### src/rtl/dmem_arb_pkg.sv
// Shared types and defaults for the data-memory port arbiter.
package dmem_arb_pkg;
  localparam int unsigned DATA_W_DEF = 32;
  localparam int unsigned ADDR_W_DEF = 9;
  localparam int unsigned CNT_W_DEF  = 16;

  localparam logic REQ_CORE = 1'b0;
  localparam logic REQ_DBG  = 1'b1;

  typedef enum logic {
    S_IDLE = 1'b0,
    S_RD   = 1'b1
  } state_e;
endpackage

### src/rtl/rr_arb2.sv
// Two-way round-robin picker; mask removes the core from eligibility.
module rr_arb2
  import dmem_arb_pkg::*;
(
  input  logic [1:0] req,
  input  logic       prio,
  input  logic       mask,
  output logic [1:0] win,
  output logic       win_id
);
  logic [1:0] elig;

  always_comb begin
    elig   = {req[1], req[0] & ~mask};
    win_id = REQ_CORE;
    win    = 2'b00;
    if (elig == 2'b11) win_id = prio;
    else               win_id = elig[1];
    if (|elig) win = (win_id == REQ_DBG) ? 2'b10 : 2'b01;
  end
endmodule

### src/rtl/dmem_arbiter.sv
// Shares one data-memory port between the core and the debug loader,
// round-robin with a debug lock for atomic multi-access sequences.
module dmem_arbiter
  import dmem_arb_pkg::*;
#(
  parameter int unsigned DATA_W = DATA_W_DEF,
  parameter int unsigned ADDR_W = ADDR_W_DEF,
  parameter int unsigned CNT_W  = CNT_W_DEF
) (
  input  logic              clk,
  input  logic              reset,
  input  logic              core_req,
  input  logic              core_we,
  input  logic [ADDR_W-1:0] core_addr,
  input  logic [DATA_W-1:0] core_wdata,
  output logic              core_gnt,
  output logic              core_rvalid,
  output logic [DATA_W-1:0] core_rdata,
  input  logic              dbg_req,
  input  logic              dbg_we,
  input  logic              dbg_lock,
  input  logic [ADDR_W-1:0] dbg_addr,
  input  logic [DATA_W-1:0] dbg_wdata,
  output logic              dbg_gnt,
  output logic              dbg_rvalid,
  output logic [DATA_W-1:0] dbg_rdata,
  output logic              mem_wr,
  output logic              mem_rd,
  output logic [ADDR_W-1:0] mem_addr,
  output logic [DATA_W-1:0] mem_wdata,
  input  logic [DATA_W-1:0] mem_rdata,
  output logic              busy,
  output logic [CNT_W-1:0]  core_wait_cnt
);
  state_e           state_q, state_d;
  logic             prio_q, prio_d;
  logic             owner_q, owner_d;
  logic             locked_q, locked_d;
  logic [CNT_W-1:0] cnt_q, cnt_d;
  logic [1:0]       win;
  logic             win_id;
  logic             win_we;

  rr_arb2 u_arb (
    .req    ({dbg_req, core_req}),
    .prio   (prio_q),
    .mask   (locked_q),
    .win    (win),
    .win_id (win_id)
  );

  always_comb begin
    state_d     = state_q;
    prio_d      = prio_q;
    owner_d     = owner_q;
    locked_d    = locked_q;
    cnt_d       = cnt_q;
    win_we      = 1'b0;
    core_gnt    = 1'b0;
    dbg_gnt     = 1'b0;
    core_rvalid = 1'b0;
    dbg_rvalid  = 1'b0;
    core_rdata  = '0;
    dbg_rdata   = '0;
    mem_wr      = 1'b0;
    mem_rd      = 1'b0;
    mem_addr    = '0;
    mem_wdata   = '0;

    case (state_q)
      S_IDLE: begin
        if (|win) begin
          win_we    = (win_id == REQ_DBG) ? dbg_we : core_we;
          mem_addr  = (win_id == REQ_DBG) ? dbg_addr : core_addr;
          mem_wdata = (win_id == REQ_DBG) ? dbg_wdata : core_wdata;
          mem_wr    = win_we;
          mem_rd    = ~win_we;
          core_gnt  = win[0];
          dbg_gnt   = win[1];
          prio_d    = ~win_id;
          if (!win_we) begin
            owner_d = win_id;
            state_d = S_RD;
          end
        end
        // Lock is (re)armed by a locked debug grant, dropped on any idle cycle without dbg_lock.
        if (win[1] && dbg_lock) locked_d = 1'b1;
        else if (!dbg_lock)     locked_d = 1'b0;
      end
      S_RD: begin
        state_d = S_IDLE;
        if (owner_q == REQ_DBG) begin
          dbg_rvalid = 1'b1;
          dbg_rdata  = mem_rdata;
        end else begin
          core_rvalid = 1'b1;
          core_rdata  = mem_rdata;
        end
      end
      default: state_d = S_IDLE;
    endcase

    if (core_req && !core_gnt && (cnt_q != {CNT_W{1'b1}})) cnt_d = cnt_q + 1'b1;

    busy          = (state_q == S_RD) || locked_q;
    core_wait_cnt = cnt_q;

    // Reset blanks every output so an aborted read never surfaces.
    if (!reset) begin
      core_gnt      = 1'b0;
      dbg_gnt       = 1'b0;
      core_rvalid   = 1'b0;
      dbg_rvalid    = 1'b0;
      core_rdata    = '0;
      dbg_rdata     = '0;
      mem_wr        = 1'b0;
      mem_rd        = 1'b0;
      mem_addr      = '0;
      mem_wdata     = '0;
      busy          = 1'b0;
      core_wait_cnt = '0;
    end
  end

  always_ff @(posedge clk) begin
    if (!reset) begin
      state_q  <= S_IDLE;
      prio_q   <= REQ_CORE;
      owner_q  <= REQ_CORE;
      locked_q <= 1'b0;
      cnt_q    <= '0;
    end else begin
      state_q  <= state_d;
      prio_q   <= prio_d;
      owner_q  <= owner_d;
      locked_q <= locked_d;
      cnt_q    <= cnt_d;
    end
  end
endmodule

### config.mk
export PLATFORM = sky130hd
export DESIGN_NAME = dmem_arbiter
export DESIGN_NICKNAME = d
export VERILOG_FILES = /design/src/rtl/dmem_arb_pkg.sv /design/src/rtl/rr_arb2.sv /design/src/rtl/dmem_arbiter.sv
export SDC_FILE = /design/constraint.sdc
export NUM_CORES = 1
export LEC_CHECK = 0
export ABC_AREA = 0
export BUFFER_PORTS_ARGS = -buffer_cell sky130_fd_sc_hd__buf_2
export CAP_MARGIN = 20
export CELL_PAD_IN_SITES_DETAIL_PLACEMENT = 0
export CELL_PAD_IN_SITES_GLOBAL_PLACEMENT = 1
export CORE_MARGIN = 2
export CORE_UTILIZATION = 20
export DETAILED_ROUTE_END_ITERATION = 10
export GPL_ROUTABILITY_DRIVEN = 0
export PLACE_DENSITY_LB_ADDON = 0.1
export SLEW_MARGIN = 20
export SYNTH_ARGS = -nofsm -noshare
export SYNTH_HDL_FRONTEND = slang
export SYNTH_SLANG_ARGS = --single-unit
### constraint.sdc
create_clock -name clk -period 2.12 [get_ports clk]
set_input_delay 0.106 -clock clk [delete_from_list [all_inputs] [get_ports clk]]
set_output_delay 0.106 -clock clk [all_outputs]
set_load 0.03 [all_outputs]
## Yosys cells after proc, flatten, opt, wreduce, memory -nomap -nowiden

Index checks and enable logic that the tools add are counted.

| storage, ports and cells | value |
|---|---|
| output and inout bits | 128 |
| bits in registers | 20 |

| operators by class | value |
|---|---|
| mux-type cells | 43 |
| bitwise logic cells | 5 |
| add/subtract/negate cells | 1 |
| equal/unequal tests | 3 |
| reduce and logical (&&, ||, !) cells | 10 |

Operator list:

| operator | count |
|---|---|
| 32-bit two-way mux | 10 |
| 9-bit two-way mux | 4 |
| 1-bit two-way mux | 25 |
| 16-bit by 1-bit adder with 16-bit output, second input constant | 1 |
| 16-bit two-way mux | 1 |
| 16-bit != test, second input constant | 1 |
| 2-bit two-way mux | 2 |
| 1-bit NOT | 4 |
| 2-bit AND reduction | 2 |
| 2-bit OR reduction | 2 |
| 1-bit logical AND | 3 |
| 3-bit AND reduction | 1 |
| 2-bit equality test, second input constant | 1 |
| 2-bit by 1-bit != test with 1-bit output, second input constant | 1 |
| 1-bit case mux with 2 select lines | 1 |
| 1-bit AND | 1 |
| 1-bit logical NOT | 1 |
| 1-bit logical OR | 1 |

## Depth between registers and ports, before layout

| depth | value |
|---|---|
| word-level depth | 12 |
| gate-level depth with buffers | 6 |
| depth with buffers taken out | 5 |

## By module

A second synthesis with hierarchy kept.

| unflattened totals | value |
|---|---|
| cell total of the unflattened synthesis | 310 |
| area total of the unflattened synthesis | 2288.4 µm² |

By module, submodules not included:

| module | area each (µm²) | sequential area each (µm²) | cells each | times used |
|---|---|---|---|---|
| dmem_arbiter | 2254.7 | 400.4 | 306 | 1 |
| rr_arb2 | 33.8 | 0.0 | 4 | 1 |

## Worst setup path after synthesis

OpenSTA, ideal clock, no wires.

| timing path | value |
|---|---|
| kind | reg2out |
| start point | register locked_q |
| end point | output port mem_addr[0] |
| cell stages (with the launch flop) | 6 |
| setup slack | 0.214 ns |
| data arrival time | 1.800 ns |
| path buffers | 1 |
| required time | 2.014 ns |
| cells stage by stage | dfxtp_1 > nand2b_1 > o21ai_1 > nor3_2 > clkbuf_1 > a22o_1 |

| on the way | value |
|---|---|
| word-level cells in the longest chain between the ends | 10 |

Ends and longest elaborated chain:

| item | line | RTL |
|---|---|---|
| start: declaration | dmem_arbiter.sv:38 | `logic locked_q, locked_d;` |
| start signal: assignment | dmem_arbiter.sv:136 | `locked_q <= locked_d;` |
| 1-bit NOT * | rr_arb2.sv:14 | `elig = {req[1], req[0] & ~mask};` |
| 1-bit AND * | rr_arb2.sv:14 |  |
| 2-bit equality test | rr_arb2.sv:17 | `if (elig == 2'b11) win_id = prio;` |
| 1-bit two-way mux | rr_arb2.sv:17 |  |
| 2-bit two-way mux (2 in a row) | rr_arb2.sv:19 | `if (\|elig) win = (win_id == REQ_DBG) ? 2'b10 : 2'b01;` |
| 2-bit OR reduction | dmem_arbiter.sv:72 | `if (\|win) begin` |
| 9-bit two-way mux * | dmem_arbiter.sv:72 |  |
| 9-bit two-way mux * | dmem_arbiter.sv:70 | `case (state_q)` |
| 9-bit two-way mux * | dmem_arbiter.sv:109 | `if (!reset) begin` |
| end: declaration | dmem_arbiter.sv:29 | `output logic [ADDR_W-1:0] mem_addr,` |

Mark *: on every way between the ends. The rest lies on a longest branch, timed or not.

## Worst setup path in the final report

| timing path | value |
|---|---|
| start point | register locked_q |
| end point | output port mem_wdata[6] |

| on the way | value |
|---|---|
| word-level cells in the longest chain between the ends | 10 |

Ends and longest elaborated chain:

| item | line | RTL |
|---|---|---|
| 1-bit NOT * | rr_arb2.sv:14 |  |
| 1-bit AND * | rr_arb2.sv:14 |  |
| 2-bit equality test | rr_arb2.sv:17 |  |
| 1-bit two-way mux | rr_arb2.sv:17 |  |
| 2-bit two-way mux (2 in a row) | rr_arb2.sv:19 |  |
| 2-bit OR reduction | dmem_arbiter.sv:72 |  |
| 32-bit two-way mux * | dmem_arbiter.sv:72 |  |
| 32-bit two-way mux * | dmem_arbiter.sv:70 |  |
| 32-bit two-way mux * | dmem_arbiter.sv:109 |  |
| end: declaration | dmem_arbiter.sv:30 | `output logic [DATA_W-1:0] mem_wdata,` |

Marks and branches as above.

==> metrics <==
Clock Root Buffer sky130_fd_sc_hd__clkbuf_8; setup ws final 82.7 ps; drt initial violations 170; CP max stage cell sky130_fd_sc_hd__dfxtp_1; family of cells with the greatest summed delay on the critical path compound AO/OA/AOI/OAI gates; Post-Route Skew 1.60 ps; worst setup slack after placement 287 ps; Boundary Pins 249; DR pass1 iterations 4; netlist area before placement 0.00206 sq mm; count of vias placed by the detailed router 2912; Hold Crit Class in -> reg; count of final setup violators 0; slew at the pin closest to its max-slew limit 487 ps; most frequent standard cell in the layout excluding fill and tap cells sky130_fd_sc_hd__buf_2; leak pwr 2.06 nW; Critical Path AT 1930 ps; residual overflow from global routing 0; full die area 0.0112 sq mm; Post-layout nets 635; first-pass GRT wire length 15.4 mm; DRT antenna net count 0; count of placed standard cells in the final layout, fillers left out 648; reported max-cap violation count 0; register area share after synthesis 19.4%; highest fanout seen on the critical path 6; Slew Viols, Final 0; share of the core filled with cells 36.0%; Longest Clk Path Bufs 2; Synth Warn # 0; count of mapped cells out of synthesis 267; net count of the mapped netlist 389; mean post-synth cell area 7.73 sq um; antenna violations before repair 0; maximum frequency from static timing analysis 491 MHz; Hold Buf Count CTS 0; worst hold path startpoint dbg_lock; worst reg2reg setup slack 290 ps; placed cell areas 0.00350 sq mm; peak supply drop 162 uV; WP buf/inv 2; Buffers on Ports 248; type of element launching the critical path flop; Core Region 0.0102 sq mm; largest net degree at the start of global routing 37; PD cells 375 mW/mm^2; fraction of layout cells with a size suffix above 1 55.7%; count of final hold-check violations 0; library cells used by synthesis 42; RSZ-0062 raised after global routing yes; start of the worst register-to-register path cnt_q[0]; area growth from synthesis to layout 77.6%; cell chain of the critical path nand2b_2 -> a211o_1 -> nor2_4 -> buf_4 -> a22o_1 -> buf_2; total detailed-routing wirelength 10.4 mm; floorplan die height 106 microns; DR DRC count 0; Worst slew margin 67.5%; Critical Path Sink Type output port; TritonCTS clock tree built; Worst Path Required 2010 ps; die boundary width 106 microns; effective utilization at floorplan 20.3%; count of clock tree sinks 20; flip-flop and latch count after synthesis 20; number of placement rows 37; post-route cell area 0.00367 sq mm; min Tclk post-route 2040 ps; total global-route track usage 17.3%; TritonCTS buffer count 3; highest-count cells in the layout ignoring fill and taps 226 x sky130_fd_sc_hd__buf_2, 83 x sky130_fd_sc_hd__and2_1, 40 x sky130_fd_sc_hd__a22o_1, 22 x sky130_fd_sc_hd__clkbuf_4, 20 x sky130_fd_sc_hd__dfxtp_1; worst-skew pair later-pin latency 260 ps; final clock period utilization by the worst path 96.1%; largest stage delay on the critical path 330 ps; H-tree depth 1; number of global-route vias before repair 2754; antenna cell count 0; PnR Total Power 1.37 mW; post-DP HPWL 8.43 mm; beginning of the critical path locked_q; detail-routed via count per cell 4.49; critical setup path kind reg -> out; run status completed; routed len/inst 16.1 microns; number of placed instances, taps included 642; clock slew seen by the registers of the worst setup and hold paths 80 ps
==> synth_stat cells (all sizes together) <==
cell type	instances	share of area [%]
a22o	41	17
nor4b	1	0.42
o21a	1	0.36
ha	1	0.61
buf	8	2.5
nand2b	1	0.30
or4	6	2.2
o221a	1	0.55
a21oi	11	2.7
inv	3	0.55
nand3	5	1.2
and3	2	0.61
mux2i	1	0.48
or3b	1	0.42
or3	3	0.91
clkbuf	14	2.5
o31ai	6	2.2
nor2b	3	0.91
nand4	9	3.8
mux2	6	3.5
nor2	12	2.3
nor3	6	1.9
and4	1	0.42
o311ai	1	0.79
nand2	7	1.4
and2	83	25
a21o	1	0.36
dfxtp	20	19
a211o	2	0.85
nor4	2	1.3
o21ai	7	1.7
a211oi	1	0.36
==> worst reg2reg max path: cells and delay by family (launching register included) <==
family | cells | cell delay, ps
buf+inv | 1 | 250
flops | 1 | 400
mux | 1 | 280
fa+ha+maj | 1 | 190
simple gates | 3 | 590
==> area by class of cell <==
type / instances / area (sq um)
fillers: 1152 / 6520
clock buffers: 4 / 55.1
flip-flops and latches: 20 / 400
inverters: 3 / 11.3
multi-input cells: 222 / 1570
repair buffers: 263 / 1460
well taps: 136 / 170
==> stage by stage <==
| step | setup TNS, ps | hold WS [ps] |
|---|---|---|
| floorplan | 0 | 291 |
| global placement | 0 | 388 |
| detailed placement | 0 | 396 |
| CTS | 0 | 119 |
| global route | -150 | 118 |
| finish | 0 | 116 |
==> path summary, 6_finish.rpt <==
check	endpoint	cells past startpoint
worst max-delay path	mem_wdata[6]	6
worst min-delay path	locked_q	2
worst min register to register	cnt_q[1]	2
worst max register to register	cnt_q[8]	6
==> repair_timing <==
action	in CTS	in global routing
pin swaps	1	0
gates cloned	1	0
buffers inserted	1	0
resized for setup	1	24
endpoints found under the setup margin	2	24
==> routing by layer <==
layer,up-vias,global-route usage (%),wire length (microns)
li1,1467,-,-
met1,1329,22.3,4300
met2,109,30.2,5160
met3,7,3.40,913
met4,0,2.73,71
met5,-,0,0
==> report_power, final <==
group          switching (mW)  internal (mW)
clock network           0.139          0.166
logic                   0.405          0.273
registers             0.00773          0.384
==> registers in the layout, summed over array words and instances, names as in the netlist <==
name,cells
cnt_q,16
locked_q,1
owner_q,1
prio_q,1
state_q,1
==> logic make-up (layout without fill, tap and decap cells) <==
logic type | count (synthesis) | after routing | synth area share (%)
buffers and inverters | 25 | 270 | 5.58
adders and majority gates | 1 | 1 | 0.606
DFF | 20 | 20 | 19.4
and+or+nand+nor | 142 | 142 | 43.3
muxes | 7 | 7 | 3.94
AOI/OAI and AO/OA | 72 | 72 | 27.2
(Power assumes the default switching activity.)
